`src/rtl/cpu_sequencer.sv`:
```
// Multicycle control sequencer. It owns the PC, fetches over a req/ack handshake, decodes the fixed
// instruction fields, applies the condition squash and steps LDR/STR through a data-memory handshake.
module cpu_sequencer #(
  parameter int          DATA_W  = 32,
  parameter int          PC_W    = 8,
  parameter int          CNT_W   = 16,
  parameter logic [3:0]  OP_LDR  = 4'hD,
  parameter logic [3:0]  OP_STR  = 4'hE,
  parameter logic [3:0]  OP_BR   = 4'hA,
  parameter logic [3:0]  OP_HALT = 4'hC,
  parameter logic [3:0]  OP_NOP  = 4'hF
) (
  input  logic              clk,
  input  logic              rst,
  output logic              imem_req,
  output logic [PC_W-1:0]   imem_addr,
  input  logic [DATA_W-1:0] imem_rdata,
  input  logic              imem_ack,
  output logic              dmem_req,
  input  logic              dmem_ack,
  input  logic              cond_met,
  output logic [3:0]        cond,
  output logic [3:0]        opcode,
  output logic              s,
  output logic [3:0]        dest,
  output logic [3:0]        src1,
  output logic [3:0]        src2,
  output logic [4:0]        shamt,
  output logic [2:0]        shctl,
  output logic [15:0]       imm,
  output logic              reg_we,
  output logic              ldr_sel,
  output logic [PC_W-1:0]   pc,
  output logic              halted,
  output logic [CNT_W-1:0]  retired
);

  typedef enum logic [2:0] {
    S_FETCH  = 3'd0,
    S_DECODE = 3'd1,
    S_EXEC   = 3'd2,
    S_MEM    = 3'd3,
    S_WB     = 3'd4,
    S_HALT   = 3'd5
  } state_t;

  state_t              state_r;
  logic [DATA_W-1:0]   instr_r;
  logic                squash_r;
  logic [PC_W-1:0]     pc_r;
  logic [CNT_W-1:0]    retired_r;

  logic [31:0]         ins_s;
  logic [3:0]          op_raw_s;
  logic                is_ldr_s;
  logic                is_str_s;
  logic                is_br_s;
  logic                is_halt_s;
  logic                is_alu_s;
  logic                squash_now_s;
  logic [PC_W-1:0]     pc_inc_s;
  logic [CNT_W-1:0]    ret_inc_s;

  // Fields read as zero while fetching so the datapath never sees a stale instruction.
  assign ins_s        = (state_r == S_FETCH) ? 32'd0 : instr_r[31:0];
  assign op_raw_s     = ins_s[27:24];
  assign is_ldr_s     = (op_raw_s == OP_LDR);
  assign is_str_s     = (op_raw_s == OP_STR);
  assign is_br_s      = (op_raw_s == OP_BR);
  assign is_halt_s    = (op_raw_s == OP_HALT);
  assign is_alu_s     = !(is_ldr_s || is_str_s || is_br_s || is_halt_s);
  assign squash_now_s = (ins_s[31:28] != 4'd0) && !cond_met;
  assign pc_inc_s     = pc_r + {{(PC_W-1){1'b0}}, 1'b1};
  assign ret_inc_s    = retired_r + {{(CNT_W-1){1'b0}}, 1'b1};

  // Sequencer state, PC, retired counter and latched instruction.
  always_ff @(posedge clk) begin
    if (rst) begin
      state_r   <= S_FETCH;
      instr_r   <= {DATA_W{1'b0}};
      squash_r  <= 1'b0;
      pc_r      <= {PC_W{1'b0}};
      retired_r <= {CNT_W{1'b0}};
    end else begin
      case (state_r)
        S_FETCH: begin
          if (imem_ack) begin
            instr_r  <= imem_rdata;
            squash_r <= 1'b0;
            state_r  <= S_DECODE;
          end
        end
        S_DECODE: begin
          squash_r <= squash_now_s;
          state_r  <= S_EXEC;
        end
        S_EXEC: begin
          if (squash_r) begin
            pc_r      <= pc_inc_s;
            retired_r <= ret_inc_s;
            state_r   <= S_FETCH;
          end else if (is_halt_s) begin
            retired_r <= ret_inc_s;
            state_r   <= S_HALT;
          end else if (is_br_s) begin
            pc_r      <= ins_s[PC_W+2:3];
            retired_r <= ret_inc_s;
            state_r   <= S_FETCH;
          end else if (is_ldr_s || is_str_s) begin
            state_r   <= S_MEM;
          end else begin
            pc_r      <= pc_inc_s;
            retired_r <= ret_inc_s;
            state_r   <= S_FETCH;
          end
        end
        S_MEM: begin
          if (dmem_ack) begin
            if (is_str_s) begin
              pc_r      <= pc_inc_s;
              retired_r <= ret_inc_s;
              state_r   <= S_FETCH;
            end else begin
              state_r   <= S_WB;
            end
          end
        end
        S_WB: begin
          pc_r      <= pc_inc_s;
          retired_r <= ret_inc_s;
          state_r   <= S_FETCH;
        end
        S_HALT: state_r <= S_HALT;
        default: state_r <= S_FETCH;
      endcase
    end
  end

  // Handshake and strobes are pure decodes of the state register, so they drop the cycle after rst.
  assign imem_req  = (state_r == S_FETCH);
  assign imem_addr = pc_r;
  assign dmem_req  = (state_r == S_MEM);
  assign reg_we    = ((state_r == S_EXEC) && !squash_r && is_alu_s) || (state_r == S_WB);
  assign ldr_sel   = (state_r == S_WB);
  assign halted    = (state_r == S_HALT);
  assign pc        = pc_r;
  assign retired   = retired_r;

  assign cond   = ins_s[31:28];
  assign opcode = ((state_r == S_FETCH) || squash_r) ? OP_NOP : op_raw_s;
  assign s      = ins_s[23];
  assign dest   = is_ldr_s ? ins_s[18:15] : ins_s[22:19];
  assign src1   = ins_s[18:15];
  assign src2   = ins_s[14:11];
  assign shamt  = ins_s[10:6];
  assign shctl  = ins_s[2:0];
  assign imm    = ins_s[18:3];

endmodule

```
`config.mk`:
```
export PLATFORM = sky130hd
export DESIGN_NAME = cpu_sequencer
export DESIGN_NICKNAME = d
export VERILOG_FILES = /design/src/rtl/cpu_sequencer.sv
export SDC_FILE = /design/constraint.sdc
export NUM_CORES = 1
export LEC_CHECK = 0
export BUFFER_PORTS_ARGS = -buffer_cell sky130_fd_sc_hd__buf_2
export CAP_MARGIN = 20
export CORE_MARGIN = 2
export CORE_UTILIZATION = 45
export CTS_BUF_LIST = sky130_fd_sc_hd__clkbuf_16
export DETAILED_ROUTE_END_ITERATION = 10
export PLACE_DENSITY = 0.87
export SYNTH_ARGS = -nofsm -noshare
export SYNTH_HDL_FRONTEND = slang
export SYNTH_SLANG_ARGS = --single-unit
export TNS_END_PERCENT = 30
```
`constraint.sdc`:
```
create_clock -name clk -period 1.7 [get_ports clk]
set_input_delay 0.17 -clock clk [delete_from_list [all_inputs] [get_ports clk]]
set_output_delay 0.17 -clock clk [all_outputs]
set_load 0.01 [all_outputs]
```
After elaboration in Yosys (flattened, before gate mapping)
Cells that the tools add are included.

Bits in registers: 60.

Add/subtract/negate cells: 2. Equal/unequal tests: 15. Muxes and demuxes: 27. Reductions and logical operators: 20.

Operators by type and width (number): 16-bit 2-to-1 mux (6); 8-bit 2-to-1 mux (6); 16-bit case mux with 3 select lines (1); 32-bit 2-to-1 mux (1); 8-bit case mux with 3 select lines (1); 16-bit by 1-bit adder with 16-bit output, second input constant (1); 4-bit == test, second input constant (4); 3-bit 2-to-1 mux (5); 3-bit case mux with 5 select lines (1); 8-bit by 1-bit adder with 8-bit output, second input constant (1); 4-bit 2-to-1 mux (2); 3-bit by 2-bit == test with 1-bit output, second input constant (2); 3-bit == test, second input constant (2); 2-bit by 1-bit inequality test with 1-bit output, second input constant (3); 2-bit AND reduction (3); 1-bit logical OR (5); 5-bit inequality test, second input constant (1); 5-bit AND reduction (1); 2-bit 2-to-1 mux (2); 4-bit inequality test, second input constant (1); 4-bit AND reduction (1); 4-bit nonzero test (1); 3-bit by 1-bit == test with 1-bit output, second input constant (1); 1-bit logical AND (3); 7 further kinds (9).

Depth between registers and ports, before layout
Depth after elaboration: 9. Gate-level depth with buffers: 9.

Least setup slack after synthesis
No wires, ideal clock.

Kind: register to register. Start point: register squash_r. End point: register pc_r[2] (netlist: imem_addr[2]). Setup time: 129 ps. Arrival: 1672 ps. Required time: 1571 ps. Setup slack: -102 ps. Stages on the path, launching flop included: 8. Path buffers: 2. Period minus slack after synthesis: 1802 ps. Path through: dfxtp_1 -> buf_6 -> or3b_4 -> or4_1 -> buf_2 -> and3_4 -> a21oi_2 -> o32ai_1.

Cells in the longest elaborated chain, start to end: 2. Elaborated cells between the ends (all ways): 5. Those cells by class: eq/ne (2); mux (2); reduce/logical (1).

RTL lines: start, declared (RTL line 49) `logic squash_r;`; start signal, assigned (RTL line 94) `squash_r <= squash_now_s;`; 4-bit inequality test (no source line) (tied with other cells); 5-bit AND reduction (no source line) / 8-bit case mux with 3 select lines (equally long branches); end signal, assigned (RTL line 82) `pc_r <= {PC_W{1'b0}};`; end signal, assigned (RTL line 99) `pc_r <= pc_inc_s;`; end signal, assigned (RTL line 106) `pc_r <= ins_s[PC_W+2:3];`; end, declared (RTL line 50) `logic [PC_W-1:0] pc_r;`.

Several ways; a longest one is shown, not always the timed one. A chain may end at the register's enable or synchronous reset.

Worst setup path after layout
Start point: register state_r[2]. End point: output port opcode[0].

Cells in the longest elaborated chain, start to end: 3. Elaborated cells between the ends (all ways): 4. Those cells by class: mux (2); reduce/logical (2).

RTL lines: start, declared (RTL line 47) `state_t state_r;`; start signal, assigned (RTL line 79) `state_r <= S_FETCH;`; start signal, assigned (RTL line 90) `state_r <= S_DECODE;`; start signal, assigned (RTL line 95) `state_r <= S_EXEC;`; 3-bit logical NOT * (RTL line 65, 150); 32-bit 2-to-1 mux / 1-bit logical OR (equally long branches) (RTL line 65, 150); 4-bit 2-to-1 mux * (RTL line 150) `assign opcode = ((state_r == S_FETCH) || squash_r) ? OP_NOP : op_raw_s;`; end, declared (RTL line 23) `output logic [3:0] opcode,`.

Mark *: on every way between the ends. The rest lies on a longest branch, timed or not.

==> flow_summary.toml <==
[outcome]
status = "finished with violations"
violations = "negative setup slack"

[global_route]
antenna_found_initial = 0
track_usage_pct = 22.7
grt_pass1_vias = 3413
grt_pass1_wl_um = 15400
grt_overflow = 0
grt_max_degree = 33

[routing]
drcViolationCount = 0
routed_wl_um = 10800
via_count = 3711
drt-vias-per-instance = 5.45
wl_per_cell_um = 15.8
drtIter0Drc = 253
ant_nets = 0
firstDrtPassIters = 5

[sta]
finClkSkew_ns = 0.00779
rsz0062_at_grt = "yes"
fin_ws_ns = -0.235
finalSetupTns_ns = -9.17
final_hold_viol_count = 0
whs_ns = 0.0742
slew_headroom_pct = 62.5
maxSlewViolCount = 0
period_needed_ns = 1.93
fin_crit_sh_pct = 114
tightestPinTransition_ns = 0.563
timing.fmax_mhz = 517
setup-violations-final = 70

[flow_run]
cap_violations = 0

[worst_setup_path]
r2r_slack_ns = -0.23
worstPathCellList = "buf_6 -> nor2_4 -> nand2_2 -> clkinvlp_4 -> buf_12 -> or3_1 -> buf_2"
worst-path-max-fanout = 7
crit_type = "reg2out"
arrival_ns = 1.76
end_kind = "output port"
start_kind = "register"
crit_slowest_cell = "dfxtp_4"
critPathMaxStageDelay_ns = 0.38
cp_data_required_time_ns = 1.53

[final_layout]
fin_area_mm2 = 0.00499
areaGrowthSynthToFinish_pct = 49.8
stdcell_count = 681
num_antenna_cells = 0
drive_gt1_share_pct = 46.9
final_net_count = 616
fillCellCount = 532

[cts]
cts_made_buffers = 9
clockBufferDepth = 2
postCtsHoldBufs = 0
clk_latency_ns = 0.33
clockRootBuffer = "clkbuf_16"
cts_tree = "yes"
clock_sinks = 60
clk_pin_slew_ns = 0.05
cts_max_level = 3

[logic_synthesis]
ys_types = 55
syn_area_mm2 = 0.00333
synth-warning-count = 0
synth_ff_type = "dfxtp_1"
async_flop_share_pct = 0
synth.avg_cell_area_um2 = 7.61
yosys_register_bits = 60
synth_edf_count = 0
syn_nets = 477
syn_inst = 438
synth-seq-area-share_pct = 36.0

[placed_design]
place_congestion = 0.844
dpl.cell_count = 648
post_dp_cell_area_mm2 = 0.00412
portBuffers = 118
hpwl_um = 6510

[pwr]
total_power_w = 0.00456
pwr_density_cell_mw_per_mm2 = 913
ir_drop_mv = 0.512
cellLeakagePower_nw = 2.19

[floorplan]
ios = 119
core_mm2 = 0.00721
die_area_mm2 = 0.00811
die_h_um = 90.1
dieWidth_um = 90.1
num_rows = 31
initial_core_util_pct = 46.2

[worst_hold_path]
hp-class = "in2reg"
path summary, 6_finish.rpt:
check | to | from | depth (start not counted)
max | opcode[0] | state_r[2]$_SDFFE_PP0P_ | 7
min | instr_r[17]$_SDFFE_PP0P_ | imem_rdata[17] | 3
max reg2reg | retired[14]$_SDFFE_PP0P_ | instr_r[25]$_SDFFE_PP0P_ | 7
min reg2reg | instr_r[23]$_SDFFE_PP0P_ | instr_r[23]$_SDFFE_PP0P_ | 2
power by group:
| part | leakage (nW) | switching, W | internal (W) |
|---|---|---|---|
| sequential | 0.493 | 0.0000671 | 0.00149 |
| clock | 0.157 | 0.000654 | 0.00128 |
| combinational | 1.54 | 0.000560 | 0.000511 |
| total | 2.19 | 0.00128 | 0.00328 |
cells in the mapped netlist (all sizes together) (4+ instances only):
| master | number | area share (%) |
|---|---|---|
| dfxtp | 60 | 36 |
| nor4 | 7 | 2.2 |
| o21ai | 13 | 2.0 |
| clkbuf | 17 | 2.0 |
| buf | 34 | 7.0 |
| nor3 | 10 | 1.5 |
| nor2 | 37 | 4.2 |
| nand3 | 10 | 1.5 |
| inv | 9 | 1.0 |
| mux2i | 4 | 1.2 |
| a21oi | 58 | 8.8 |
| mux2 | 13 | 4.4 |
| or3 | 6 | 1.1 |
| nor2b | 40 | 7.5 |
| nand2 | 78 | 8.8 |
| o32ai | 4 | 1.1 |
| nand2b | 4 | 0.98 |
layout by cell type (no fill, tap or decap), types with 3 or more instances in the layout:
| master | count |
|---|---|
| buf_2 | 111 |
| nand2_1 | 74 |
| dfxtp_1 | 53 |
| a21oi_1 | 48 |
| buf_4 | 45 |
| nor2_1 | 30 |
| nor2b_1 | 24 |
| buf_6 | 17 |
| nor2b_2 | 11 |
| a21oi_2 | 10 |
| nand3_1 | 10 |
| mux2_4 | 9 |
| clkbuf_16 | 9 |
| inv_1 | 8 |
| nor3_1 | 8 |
| or3_1 | 6 |
| o21ai_0 | 6 |
| nor2b_4 | 5 |
| nor2_2 | 5 |
| o21ai_1 | 5 |
| o32ai_1 | 4 |
| nor4_1 | 4 |
| dfxtp_2 | 4 |
| buf_12 | 4 |
| nand2_2 | 3 |
| mux2i_1 | 3 |
| mux2_2 | 3 |
| dfxtp_4 | 3 |
what timing repair did:
action / in CTS / in global routing
endpoints found under the hold margin: 0 / 0
resized for setup: 48 / 57
setup endpoints to repair: 101 / 75
pin swaps: 8 / 17
gates cloned: 1 / 0
buffers inserted: 12 / 5
area by class of cell:
cell class | count | area, um^2 | area share (%)
flip-flops and latches | 60 | 1220 | 24.4
well taps | 99 | 124 | 2.48
multi-input cells | 318 | 2090 | 41.8
inverters | 9 | 37.5 | 0.752
clock buffers | 9 | 225 | 4.51
clock inverters | 7 | 91.3 | 1.83
repair buffers | 179 | 1210 | 24.2
flip-flops by register name, indices dropped and copies added, names as in the netlist:
signal and count:
imem_addr 8, retired 16, state_r 3, instr_r 32
squash_r 1
worst max-delay path: cells and delay by family (launching register included):
kind / cells / cell delay (ns)
buffers and inverters: 4 / 0.63
and+or+nand+nor: 3 / 0.43
DFF: 1 / 0.38
routing by layer:
layer | vias to the layer above | routed length, um | global-route usage, %
met3 | 50 | 666 | 4.78
met4 | 0 | 498 | 11.0
met2 | 175 | 5420 | 38.8
met1 | 1740 | 4180 | 27.1
li1 | 1746 | - | -
met5 | - | 0 | 0
cell families (layout without fill, tap and decap cells):
logic type                 count (synthesis)  count (layout)  synth area share [%]
and+or+nand+nor                          205             205                  30.9
AOI/OAI and AO/OA                         92              92                  16.2
DFF                                       60              60                  36.0
buffers and inverters                     60             204                  9.95
muxes                                     17              17                  5.60
adders and majority gates                  2               2                 0.751
xor gates and xnor gates                   2               2                 0.526
per-stage QoR:
step                util (%)  worst slack (ns)
finish                  69.2            -0.235
global route            69.2            -0.273
CTS                     65.6            -0.171
detailed placement      57.1            -0.249
global placement        57.1            -0.142
floorplan                  -            -0.102
(Power assumes the default switching activity.)
